==> config.mk <==
export PLATFORM = sky130hd
export DESIGN_NAME = spi_frame_scheduler
export DESIGN_NICKNAME = d
export VERILOG_FILES = /design/src/rtl/spi_frame_scheduler.sv
export SDC_FILE = /design/constraint.sdc
export NUM_CORES = 1
export LEC_CHECK = 0
export ABC_AREA = 1
export BUFFER_PORTS_ARGS = -buffer_cell sky130_fd_sc_hd__buf_2
export CORE_UTILIZATION = 32
export DETAILED_ROUTE_END_ITERATION = 6
export GPL_TIMING_DRIVEN = 0
export PLACE_DENSITY = 0.58
export SLEW_MARGIN = 20
export SYNTH_ARGS = -nofsm -noshare
export SYNTH_HDL_FRONTEND = slang
export SYNTH_SLANG_ARGS = --single-unit
==> constraint.sdc <==
create_clock -name clk_in -period 5 [get_ports clk_in]
set_clock_uncertainty 0.05 [all_clocks]
set_input_delay 1 -clock clk_in [delete_from_list [all_inputs] [get_ports clk_in]]
set_output_delay 1 -clock clk_in [all_outputs]
set_load 0.005 [all_outputs]
==> src/rtl/spi_frame_scheduler.sv <==
`default_nettype none
// spi_frame_scheduler: walks a downsampled frame in raster order, fetches each pixel from BRAM and
// issues one SPI transaction per pixel, with a CS-low watchdog that retries once before skipping.
module spi_frame_scheduler #(
  parameter int H_MAX      = 640,
  parameter int V_MAX      = 360,
  parameter int H_STEP     = 4,
  parameter int V_STEP     = 4,
  parameter int BRAM_LAT   = 2,
  parameter int GAP_CYCLES = 8,
  parameter int ADDR_WIDTH = 14
) (
  input  logic                  clk_in,
  input  logic                  rst_in,
  input  logic                  frame_start_in,
  input  logic [7:0]            bram_data_in,
  input  logic                  spi_cs_in,
  output logic [ADDR_WIDTH-1:0] bram_addr_out,
  output logic [7:0]            data_out,
  output logic                  trigger_out,
  output logic [9:0]            hcount_out,
  output logic [8:0]            vcount_out,
  output logic                  busy_out,
  output logic                  frame_done_out,
  output logic [7:0]            dropped_out
);

  typedef enum logic [2:0] {
    IDLE      = 3'd0,
    FETCH     = 3'd1,
    SEND      = 3'd2,
    WAIT_LOW  = 3'd3,
    WAIT_HIGH = 3'd4,
    GAP       = 3'd5,
    DONE      = 3'd6
  } state_t;

  localparam logic [15:0] LAT_LAST = 16'(BRAM_LAT);
  localparam logic [15:0] GAP_LAST = 16'((GAP_CYCLES > 0) ? GAP_CYCLES - 1 : 0);
  // Three WAIT_LOW cycles without an ack put the retrigger four cycles after the first trigger.
  localparam logic [15:0] WD_LAST  = 16'd2;
  localparam logic [9:0]  H_LAST   = 10'(H_MAX - H_STEP);
  localparam logic [8:0]  V_LAST   = 9'(V_MAX - V_STEP);
  localparam logic [9:0]  H_INC    = 10'(H_STEP);
  localparam logic [8:0]  V_INC    = 9'(V_STEP);

  state_t      state, state_nx;
  logic [15:0] cnt;
  logic        retry;
  logic        cnt_clr, latch, advance, accept, set_retry, pixel_end;
  logic        last_px;

  assign last_px = (hcount_out == H_LAST) && (vcount_out == V_LAST);

  always_ff @(posedge clk_in) begin
    if (rst_in) state <= IDLE;
    else        state <= state_nx;
  end

  always_comb begin
    state_nx       = state;
    cnt_clr        = 1'b0;
    latch          = 1'b0;
    advance        = 1'b0;
    accept         = 1'b0;
    set_retry      = 1'b0;
    pixel_end      = 1'b0;
    trigger_out    = 1'b0;
    frame_done_out = 1'b0;
    busy_out       = 1'b1;
    case (state)
      IDLE: begin
        busy_out = 1'b0;
        if (frame_start_in) begin
          accept   = 1'b1;
          cnt_clr  = 1'b1;
          state_nx = FETCH;
        end
      end
      FETCH: begin
        if (cnt == LAT_LAST) begin
          latch    = 1'b1;
          state_nx = SEND;
        end
      end
      SEND: begin
        trigger_out = 1'b1;
        cnt_clr     = 1'b1;
        state_nx    = WAIT_LOW;
      end
      WAIT_LOW: begin
        if (!spi_cs_in) begin
          state_nx = WAIT_HIGH;
        end else if (cnt == WD_LAST) begin
          if (retry) begin
            pixel_end = 1'b1;
          end else begin
            set_retry = 1'b1;
            state_nx  = SEND;
          end
        end
      end
      WAIT_HIGH: begin
        if (spi_cs_in) pixel_end = 1'b1;
      end
      GAP: begin
        if (cnt == GAP_LAST) begin
          advance  = 1'b1;
          cnt_clr  = 1'b1;
          state_nx = FETCH;
        end
      end
      DONE: begin
        busy_out       = 1'b0;
        frame_done_out = 1'b1;
        state_nx       = IDLE;
      end
      default: state_nx = IDLE;
    endcase
    // A pixel ends either on CS rising or on the second watchdog timeout.
    if (pixel_end) begin
      cnt_clr = 1'b1;
      if (last_px) begin
        state_nx = DONE;
      end else if (GAP_CYCLES == 0) begin
        advance  = 1'b1;
        state_nx = FETCH;
      end else begin
        state_nx = GAP;
      end
    end
  end

  always_ff @(posedge clk_in) begin
    if (rst_in) begin
      cnt   <= 16'd0;
      retry <= 1'b0;
    end else begin
      cnt <= cnt_clr ? 16'd0 : cnt + 16'd1;
      if (set_retry)  retry <= 1'b1;
      else if (latch) retry <= 1'b0;
    end
  end

  always_ff @(posedge clk_in) begin
    if (rst_in) begin
      bram_addr_out <= '0;
      hcount_out    <= 10'd0;
      vcount_out    <= 9'd0;
      data_out      <= 8'd0;
      dropped_out   <= 8'd0;
    end else begin
      if (accept) begin
        bram_addr_out <= '0;
        hcount_out    <= 10'd0;
        vcount_out    <= 9'd0;
      end else if (advance) begin
        bram_addr_out <= bram_addr_out + ADDR_WIDTH'(1);
        if (hcount_out == H_LAST) begin
          hcount_out <= 10'd0;
          vcount_out <= vcount_out + V_INC;
        end else begin
          hcount_out <= hcount_out + H_INC;
        end
      end
      if (latch) data_out <= bram_data_in;
      if (frame_start_in && (state != IDLE) && (dropped_out != 8'hFF))
        dropped_out <= dropped_out + 8'd1;
    end
  end

endmodule
`default_nettype wire

[After elaboration in Yosys (flattened, before gate mapping)]
Cells that the tools add are included.
Word-level totals
  register bits: 69
  input bits: 12
  output and inout bits: 52
  word-level logic and storage cells: 73
Operators by class
  $add $sub $neg: 5
  eq/ne operators: 17
  muxes and demuxes: 32
  reduce and logical (&&, ||, !) cells: 11
Operators by type and width (count)
  $mux W3: 7
  $mux W1: 20
  $pmux W3 S6: 1
  $add A16 B1 Y16 const B: 1
  $eq A16 B2 Y1 const B: 1
  $eq A16 B3 Y1 const B: 1
  $add A14 B1 Y14 const B: 1
  $add A10 B3 Y10 const B: 1
  $eq A10 B10 Y1 const B: 1
  $mux W10: 1
  $add A9 B3 Y9 const B: 1
  $eq A3 B3 Y1 const B: 3
  $eq A9 B9 Y1 const B: 1
  $ne A3 B3 Y1 const B: 3
  $add A8 B1 Y8 const B: 1
  $ne A4 B4 Y1 const B: 2
  $ne A8 B8 Y1 const B: 1
  $eq A3 B2 Y1 const B: 2
  $reduce_and A6 Y1: 1
  $reduce_or A2 Y1: 3
  $eq A3 B1 Y1 const B: 1
  $logic_and A1 B1 Y1: 3
  $logic_not A3 Y1: 1
  $pmux W1 S3: 1
  6 further kinds: 6

[Longest topological paths before layout]
Gate-level depths: netlist of the first run.
  depth after elaboration: 6
  mapped depth: 11
  mapped depth without buffers: 11

[Worst setup path before layout of the first run]
No wires, ideal clock.
  kind: input -> register
  from: input port spi_cs_in
  to: register cnt[14]
  library setup time: 0.114 ns
  data arrival time: 1.704 ns
  data required time: 4.836 ns
  setup slack: 3.132 ns
  stages: 8
  buffers on the path: 1
  cells stage by stage: nand2_1 > nor2_2 > nand3_1 > nand2_2 > nor2_2 > nand2_2 > buf_6 > nor2_1
On the way
  word-level cells in the longest chain between the ends: 4
  elaborated cells on any way between the ends: 5
  those cells by class: mux: 4; reduce/logical: 1
RTL lines
  start: declaration: line 17  | input logic spi_cs_in,
  $mux W1 (on tied branches): line 104, 92
  $pmux W1 S2 *: line 71  | case (state)
  $mux W1 *: line 121  | if (pixel_end) begin
  $reduce_or A2 Y1 (no line) *
  end signal: assignment: line 139  | cnt <= cnt_clr ? 16'd0 : cnt + 16'd1;
  end: declaration: line 48  | logic [15:0] cnt;
Every way passes the cells marked *; elsewhere a longest branch is shown, timed or not.
A chain may end at the register's enable or synchronous reset.

[Final worst setup path of the first run]
  from: register state[0]
  to: output port busy_out
On the way
  word-level cells in the longest chain between the ends: 3
  elaborated cells on any way between the ends: 4
  those cells by class: eq/ne: 1; mux: 1; reduce/logical: 2
RTL lines
  start: declaration: line 47  | state_t state, state_nx;
  start signal: assignment: line 57  | else state <= state_nx;
  $eq A3 B3 Y1 or $logic_not A3 Y1 (tied branches): line 71
  $reduce_or A2 Y1 (no line) *
  $mux W1 *: line 71
  end: declaration: line 23  | output logic busy_out,
Marked as above.

==> flow_metrics.tcl, run 1 <==
set metrics [dict create \
    yosysWarningCount 0 \
    power.density_nw_per_um2 324 \
    start_kind "flip-flop" \
    ir_drop_uv 178 \
    required_ps 3950 \
    cts_setup_buffers 0 \
    die_x_microns 105 \
    grt_pass1_vias 2948 \
    dp_cells 686 \
    clock_latency_ps 340 \
    synth_seq_cells 65 \
    ant_nets 0 \
    cts_max_level 3 \
    grt_max_degree 12 \
    clk_pin_slew_ps 70 \
    drc 0 \
    synth_top_cell_by_area "dfxtp_1" \
    rr_endpoint "cnt[14]" \
    grt_usage_pct 14.6 \
    tritoncts "yes" \
    synthCells 488 \
    arrival_ps 1310 \
    area_growth_pct 20.8 \
    wl_per_cell_microns 10.9 \
    num_antenna_cells 0 \
    hp-start "retry" \
    initial_core_util_pct 32.9 \
    fp.dieArea_sq_um 11000 \
    min_to "retry" \
    drv_cap 0 \
    clock_sinks 65 \
    cts_root_buf "clkbuf_8" \
    cts_buffer_depth 2 \
    final_max_slew_viol_count 0 \
    final_nets 581 \
    status "complete, no violations" \
    tns_ps 0 \
    end_kind "output pin" \
    drt_pass1_iterations 4 \
    cts_buffers 9 \
    hold-worst-slack_ps 399 \
    syn_area_per_cell_sq_um 6.96 \
    io_pins 64 \
    overflow 0 \
    io_buffers 59 \
    synth_area_leaders "dfxtp_1 38%, nand2_1 11%, nor2_1 8.5%, inv_1 5.5%, a21oi_1 5.5%" \
    fin_util_pct 39.7 \
    row_count 37 \
    drive_gt1_share_pct 20.0 \
    vias 3299 \
    finalCritPeriodShare_pct 47.3 \
    netlist-cell-type-count 36 \
    die_h_microns 105 \
    timing_hold_violations_final 0 \
    dp_hpwl_microns 5740 \
    power.total_w 0.00133 \
    r2r_slack_ps 3150 \
    core_sq_um 10300 \
    avgViaCountPerCell 4.70 \
    hold_path.class "flip-flop to flip-flop" \
    setup_violations 0 \
    fmax_ghz 0.423 \
    synth_top_area_share_pct 38.3 \
    instances_no_fill 702 \
    place_congestion 0.865 \
    drt_iter0_markers 158 \
    ys_seq_area_share_pct 38.3 \
    cts.hold.buffers_added 0 \
    grt_pass1_wl_microns 13100 \
    syn_area_sq_um 3390 \
    reg2reg_depth 9 \
    regToRegStartpoint "cnt[0]" \
    cts_resized 0 \
    path_class "flip-flop to output pin" \
    rsz0062_at_grt "false" \
    antenna_found_initial 0 \
    hold_depth 1 \
    fin_crit_ps 2360 \
    p_leak_nw 1.70 \
    wl_microns 7670 \
    crit_fanout 5 \
]
## metal layers
| metal | track usage, % | share of wire (%) | vias to the layer above |
|---|---|---|---|
| li1 | - | - | 1728 |
| met1 | 18.3 | 49 | 1460 |
| met2 | 23.7 | 44 | 100 |
| met3 | 4.18 | 5.7 | 11 |
| met4 | 5.53 | 1.3 | 0 |
| met5 | 0 | 0 | - |
## metrics by stage
stage / setup slack [ps] / instance area, sq um
2_1_floorplan: 3130 / 3410
3_3_place_gp: 2720 / 3870
3_5_place_dp: 2710 / 3870
4_1_cts: 2610 / 4100
5_1_grt: 2480 / 4100
6_report: 2640 / 4100
## layout make-up
type | count | area [sq um]
fill | 1131 | 6220
clock buffer | 12 | 155
inverter | 54 | 203
timing repair buffer | 59 | 295
multi-input combinational | 362 | 1830
sequential | 65 | 1300
clock inverter | 4 | 75.1
tap | 136 | 170
buffer | 10 | 71.3
## cells by family after synthesis
kind of cell               synth area share [%]
and+or+nand+nor                            36.7
AOI/OAI and AO/OA                          10.8
DFF                                        38.3
buffers and inverters                      8.07
xor gates and xnor gates                   3.10
adders and majority gates                  2.95
other                                     0.110
## cell usage after synthesis (all sizes together)
cell,count
nand2,104
nor2,86
dfxtp,65
inv,54
a21oi,40
nor3,32
nand3,31
o21ai,26
nand4,12
buf,9
ha,8
xor2,8
xnor2,4
a31oi,2
and3,2
a21o,1
clkbuf,1
conb,1
nand3b,1
nor3b,1
## power by group
| part | switching, W | internal, W |
|---|---|---|
| Combinational | 0.000159 | 0.0000857 |
| Clock | 0.000205 | 0.000308 |
| Sequential | 0.0000287 | 0.000543 |
| Total | 0.000392 | 0.000937 |
## registers in the layout, summed over array words and instances, names as in the netlist
signal / count
hcount_out: 8
dropped_out: 8
data_out: 8
state: 3
cnt: 16
bram_addr_out: 14
retry: 1
vcount_out: 7
## cell usage in the layout (no fill, tap or decap), types with 4 or more instances in the layout
cell       n
o21ai_0   24
xnor2_1    4
nand4_1   12
nand3_1   29
nor2_2     5
xor2_1     8
buf_2     62
inv_1     50
clkbuf_8  11
nand2_1   97
nand2_2    6
buf_4      4
dfxtp_1   65
ha_1       8
nor2_1    77
conb_1     4
nor3_1    29
a21oi_1   37
inv_2      4
## worst max path at each step
stage	slack, ps	cells after the start	endpoint	startpoint
after floorplan	3130	8	cnt[14]	spi_cs_in
after global placement	2720	7	bram_addr_out[2]	rst_in
after detailed placement	2710	7	vcount_out[2]	rst_in
after CTS	2610	5	busy_out	state[0]
after global routing	2480	5	busy_out	state[0]
final	2640	5	busy_out	state[0]
## critical path, stage by stage (launching register included)
cell and delay (ps):
dfxtp_1 370, nor2_1 190, inv_1 80, nor2_2 150, nor2_1 60, buf_2 120
Note: power is estimated with default switching activity, not from simulation.
==> run 2, diff against run 1 <==
ABC_AREA = 0   (was 1)
clock period = 2.4 ns   (was 5 ns; I/O delays follow)
==> flow_metrics.tcl, run 2 <==
set metrics [dict create \
    status "complete, no violations" \
    synth_top_cell_by_area "dfxtp_1" \
    largest_reg_flops 16 \
    die_x_microns 103 \
    seq_area_sq_um 1300 \
    row_count 36 \
    fillerInstances 996 \
    io_buffers 59 \
    grt_pass1_vias 2622 \
    grt_usage_pct 14.9 \
    timing_hold_violations_final 0 \
    hold_path.class "input port to flip-flop" \
    hold-worst-slack_ps 321 \
    p_leak_nw 1.55 \
    cts_root_buf "clkbuf_8" \
    power.density_nw_per_um2 702 \
    cts_buffers 9 \
    synth_area_leaders "dfxtp_1 40%, xnor2_1 9.2%, nor2_1 6.5%, nor4_2 4.6%, nand2_1 4.5%" \
    instances_no_fill 586 \
    syn_area_per_cell_sq_um 8.74 \
    fin_crit_ps 2250 \
    synthArstFlopShare_pct 0 \
    synth_ff_type "dfxtp_1" \
    wl_per_cell_microns 12.4 \
    worst-slew-pin-transition_ps 668 \
    fp.dieArea_sq_um 10500 \
    rsz0062_at_grt "true" \
    cpMaxStageDelayCell "or4b_4" \
    drt_iter0_markers 62 \
    dp_cells 565 \
    ant_nets 0 \
    path_class "flip-flop to flip-flop" \
    clock_sinks 65 \
    finalCritPeriodShare_pct 93.6 \
    final_nets 468 \
    clk_pin_slew_ps 80 \
    fin_ws_ps 153 \
    cts_max_level 3 \
    io_pins 64 \
    syn_area_sq_um 3230 \
    cts.hold.buffers_added 0 \
    critical_path.top_delay_family "simple AND/OR/NAND/NOR gates" \
    synth_enable_flop_cells 0 \
    cp.buffers_inverters 1 \
    vias 2748 \
    drv_cap 0 \
    cp_cell_sequence "ha_1, nand4_1, or4b_4, nor4_4, or2b_1, buf_6, nor2_1" \
    fin_util_pct 41.2 \
    tritoncts "yes" \
    start_kind "flip-flop" \
    multi_input_area_sq_um 1820 \
    dpl-instance-area_sq_um 3710 \
    netlist_top_cells_count "65 x dfxtp_1, 56 x nor2_1, 39 x nand2_1" \
    synth_top_area_share_pct 40.2 \
    slowest_delay_ps 580 \
    die_h_microns 103 \
    synth_most_common_cell "dfxtp_1" \
    setup_violations 0 \
    final_cell_mix "65 x buf_2, 65 x dfxtp_1, 55 x nor2_1" \
    core_sq_um 9770 \
    yosysWarningCount 0 \
    area_growth_pct 24.5 \
    dp_hpwl_microns 5210 \
    crit_fanout 8 \
    largest_registers "cnt x16, bram_addr_out x14" \
    cts_buffer_depth 2 \
    fmax_ghz 0.445 \
    synth_seq_cells 65 \
    fin_area_sq_um 4030 \
    drc 0 \
    post-place-ws_ps -9.43 \
    top_register "cnt" \
    grt_max_degree 13 \
    ir_drop_uv 376 \
    initial_core_util_pct 33.1 \
    avgViaCountPerCell 4.69 \
    required_ps 2600 \
    num_antenna_cells 0 \
    drive_gt1_share_pct 26.9 \
    drt_pass1_iterations 4 \
    overflow 0 \
    antenna_found_initial 0 \
    relSlewSlack_pct 55.2 \
    synthCells 370 \
    clock_latency_ps 340 \
    netlist-cell-type-count 51 \
    end_kind "flip-flop" \
    final_max_slew_viol_count 0 \
    wl_microns 7270 \
    grt_pass1_wl_microns 12200 \
    ys_seq_area_share_pct 40.2 \
    arrival_ps 2440 \
    place_congestion 0.790 \
]
-- run 2: cell count changes after synthesis, sizes merged, moves of 20 or more --
cell	before	now
nor2	86	57
xnor2	4	34
inv	54	10
o21ai	26	6
nand2	104	39
a21oi	40	16
-- run 2: metrics by stage --
| step | TNS, ps | power, W |
|---|---|---|
| floorplan | 0 | 0.00154 |
| global placement | 0 | 0.00166 |
| detailed placement | -59.1 | 0.00168 |
| CTS | 0 | 0.00282 |
| global route | 0 | 0.00299 |
| finish | 0 | 0.00282 |
-- run 2: kinds of logic after synthesis --
| family | Yosys count | synth area share [%] |
|---|---|---|
| AOI/OAI and AO/OA | 37 | 7.24 |
| and+or+nand+nor | 185 | 32.0 |
| buffers and inverters | 29 | 4.99 |
| other | 1 | 0.116 |
| xor gates and xnor gates | 41 | 11.1 |
| DFF | 65 | 40.2 |
| adders and majority gates | 8 | 3.10 |
| muxes | 4 | 1.24 |
-- run 2: per-layer routing --
| layer | part of all wire, % | GRT usage, % |
|---|---|---|
| met1 | 49 | 19.0 |
| met2 | 45 | 23.3 |
| met3 | 4.8 | 4.75 |
| met4 | 1.6 | 5.93 |
| met5 | 0 | 0 |
-- run 2: worst register-to-register path, cell delays in order, from the launching register on --
cell	delay, ps
dfxtp_1	420
ha_1	180
nand4_1	90
or4b_4	580
nor4_4	470
or2b_1	170
buf_6	130
nor2_1	50
-- run 2: repair_timing --
item / 4_1_cts / 5_1_grt
gates resized for setup: 1 / 6
buffers inserted: 0 / 5
hold endpoints to repair: 0 / 0
setup endpoints to repair: 10 / 21
-- run 2: layout make-up --
cell class / count / share of cell area [%]
Buffer: 19 / 3.08
Inverter: 10 / 0.933
Sequential cell: 65 / 32.3
Multi-Input combinational cell: 279 / 45.2
Tap cell: 133 / 4.13
Clock inverter: 7 / 2.95
Clock buffer: 9 / 3.08
Timing Repair Buffer: 64 / 8.27
-- run 2: worst paths after layout --
| kind | from | endpoint | slack, ps | cells after the start |
|---|---|---|---|---|
| max | hcount_out[2] | hcount_out[6] | 150 | 7 |
| max reg2reg | hcount_out[2] | hcount_out[6] | 150 | 7 |
| min | bram_data_in[1] | data_out[1] | 320 | 3 |
| min reg2reg | data_out[1] | data_out[1] | 400 | 2 |
-- run 2: where the power goes --
part           leakage [nW]  internal (W)  switching (W)  total (W)
Combinational         0.915      0.000212       0.000311   0.000523
Clock                 0.115      0.000689       0.000451    0.00114
Sequential            0.525       0.00112      0.0000362    0.00116
Total                  1.55       0.00202       0.000799    0.00282
==> run 3, diff against run 2 <==
CORE_ASPECT_RATIO = 1.25   (was default)
RECOVER_POWER = 25   (was default)
==> flow_metrics.tcl, run 3 (synthesized netlist as in run 2, its figures left out) <==
set metrics [dict create \
    cts.hold.buffers_added 0 \
    wl_per_cell_microns 12.8 \
    cts_root_buf "clkbuf_16" \
    power.total_w 0.00289 \
    start_kind "flip-flop" \
    drt_iter0_markers 101 \
    fin_crit_ps 2290 \
    final_common_cell "dfxtp_1" \
    end_kind "flip-flop" \
    fmax_ghz 0.437 \
    top_register "cnt" \
    avgViaCountPerCell 4.79 \
    r2r_slack_ps 110 \
    largest_reg_flops 16 \
    drc 0 \
    core_sq_um 9710 \
    grt_pass1_vias 2551 \
    clock_sinks 65 \
    ant_nets 0 \
    status "complete, no violations" \
    regToRegStartpoint "cnt[0]" \
    setup.worst_path.start "cnt[0]" \
    clk_pin_slew_ps 50 \
    dp_hpwl_microns 5480 \
    drv_cap 0 \
    grt_max_degree 11 \
    io_pins 64 \
    num_antenna_cells 0 \
    wl_microns 7370 \
    required_ps 2560 \
    row_count 40 \
    reg2reg_depth 7 \
    drive_gt1_share_pct 22.6 \
    fp.dieArea_sq_um 10500 \
    power.density_nw_per_um2 723 \
    relSlewSlack_pct 57.6 \
    overflow 0 \
    ir_drop_uv 348 \
    cts_max_level 3 \
    rsz0062_at_grt "false" \
    area_growth_pct 23.7 \
    place_congestion 0.803 \
    fin_util_pct 41.2 \
    largest_registers "cnt x16, bram_addr_out x14" \
    vias 2763 \
    die_x_microns 91.9 \
    hold_depth 3 \
    hold_path.class "input port to flip-flop" \
    p_leak_nw 1.49 \
    final_cell_mix "65 x dfxtp_1, 55 x nor2_1, 50 x buf_2" \
    worst-slew-pin-transition_ps 631 \
    final_max_slew_viol_count 0 \
    antenna_found_initial 0 \
    finalCritPeriodShare_pct 95.2 \
    final_nets 467 \
    hp-start "bram_data_in[3]" \
    tritoncts "yes" \
    io_buffers 59 \
    drt_pass1_iterations 4 \
    cts_buffers 9 \
    arrival_ps 2450 \
    timing_hold_violations_final 0 \
    die_h_microns 114 \
    min_to "data_out[3]" \
    clock_latency_ps 330 \
    rr_endpoint "state[0]" \
    grt_usage_pct 14.6 \
    crit_fanout 10 \
    setup_violations 0 \
    path_class "flip-flop to flip-flop" \
    initial_core_util_pct 33.3 \
    cts_buffer_depth 2 \
    grt_pass1_wl_microns 11900 \
]
-- run 3: metal layers --
layer  track usage [%]  vias up  wire length (microns)
met4              7.71        0                    178
met1              15.8     1276                   3160
li1                  -     1421                      -
met3              4.05       12                    322
met2              25.8       54                   3710
met5                 0        -                      0
-- run 3: critical path, cell delays in order (launching register included) --
cell and delay, ps:
dfxtp_1 390, ha_1 250, nor4bb_1 300, nand4_2 260
buf_6 250, a32oi_1 270, o21ai_1 140, o31a_1 260
-- run 3: worst max path at each step --
stage,endpoint,slack [ps],depth (start not counted)
floorplan,hcount_out[3],330,7
global placement,cnt[11],-8,8
detailed placement,cnt[11],-40,8
CTS,hcount_out[7],50,7
global route,state[0],7,7
finish,state[0],110,7
-- run 3: layout make-up --
cell class / instances / area (sq um)
Timing Repair Buffer: 63 / 307
Inverter: 10 / 37.5
Sequential cell: 65 / 1300
Clock buffer: 12 / 267
Clock inverter: 3 / 15.0
Buffer: 19 / 124
Tap cell: 126 / 158
Multi-Input combinational cell: 279 / 1790
Fill cell: 1000 / 5710
-- run 3: report_power, final --
group | switching [W] | internal [W]
Combinational | 0.000301 | 0.000203
Sequential | 0.0000364 | 0.00113
Clock | 0.000452 | 0.000771
Total | 0.000789 | 0.00210
-- run 3: what timing repair did --
action	4_1_cts	5_1_grt
setup endpoints to repair	10	20
setup buffers	0	4
gates cloned	0	0
pin swaps	0	1
resized for setup	1	1
-- run 3: per-stage QoR --
stage | cells | worst slack (ps) | hold slack, ps | area, sq um | setup TNS, ps
floorplan | 373 | 333 | 391 | 3240 | 0
CTS | 573 | 49.9 | 334 | 3980 | 0
detailed placement | 558 | -40.1 | 395 | 3700 | -359
global placement | 558 | -7.86 | 386 | 3700 | -52.5
finish | 577 | 114 | 343 | 4000 | 0
global route | 577 | 7.40 | 347 | 4000 | 0
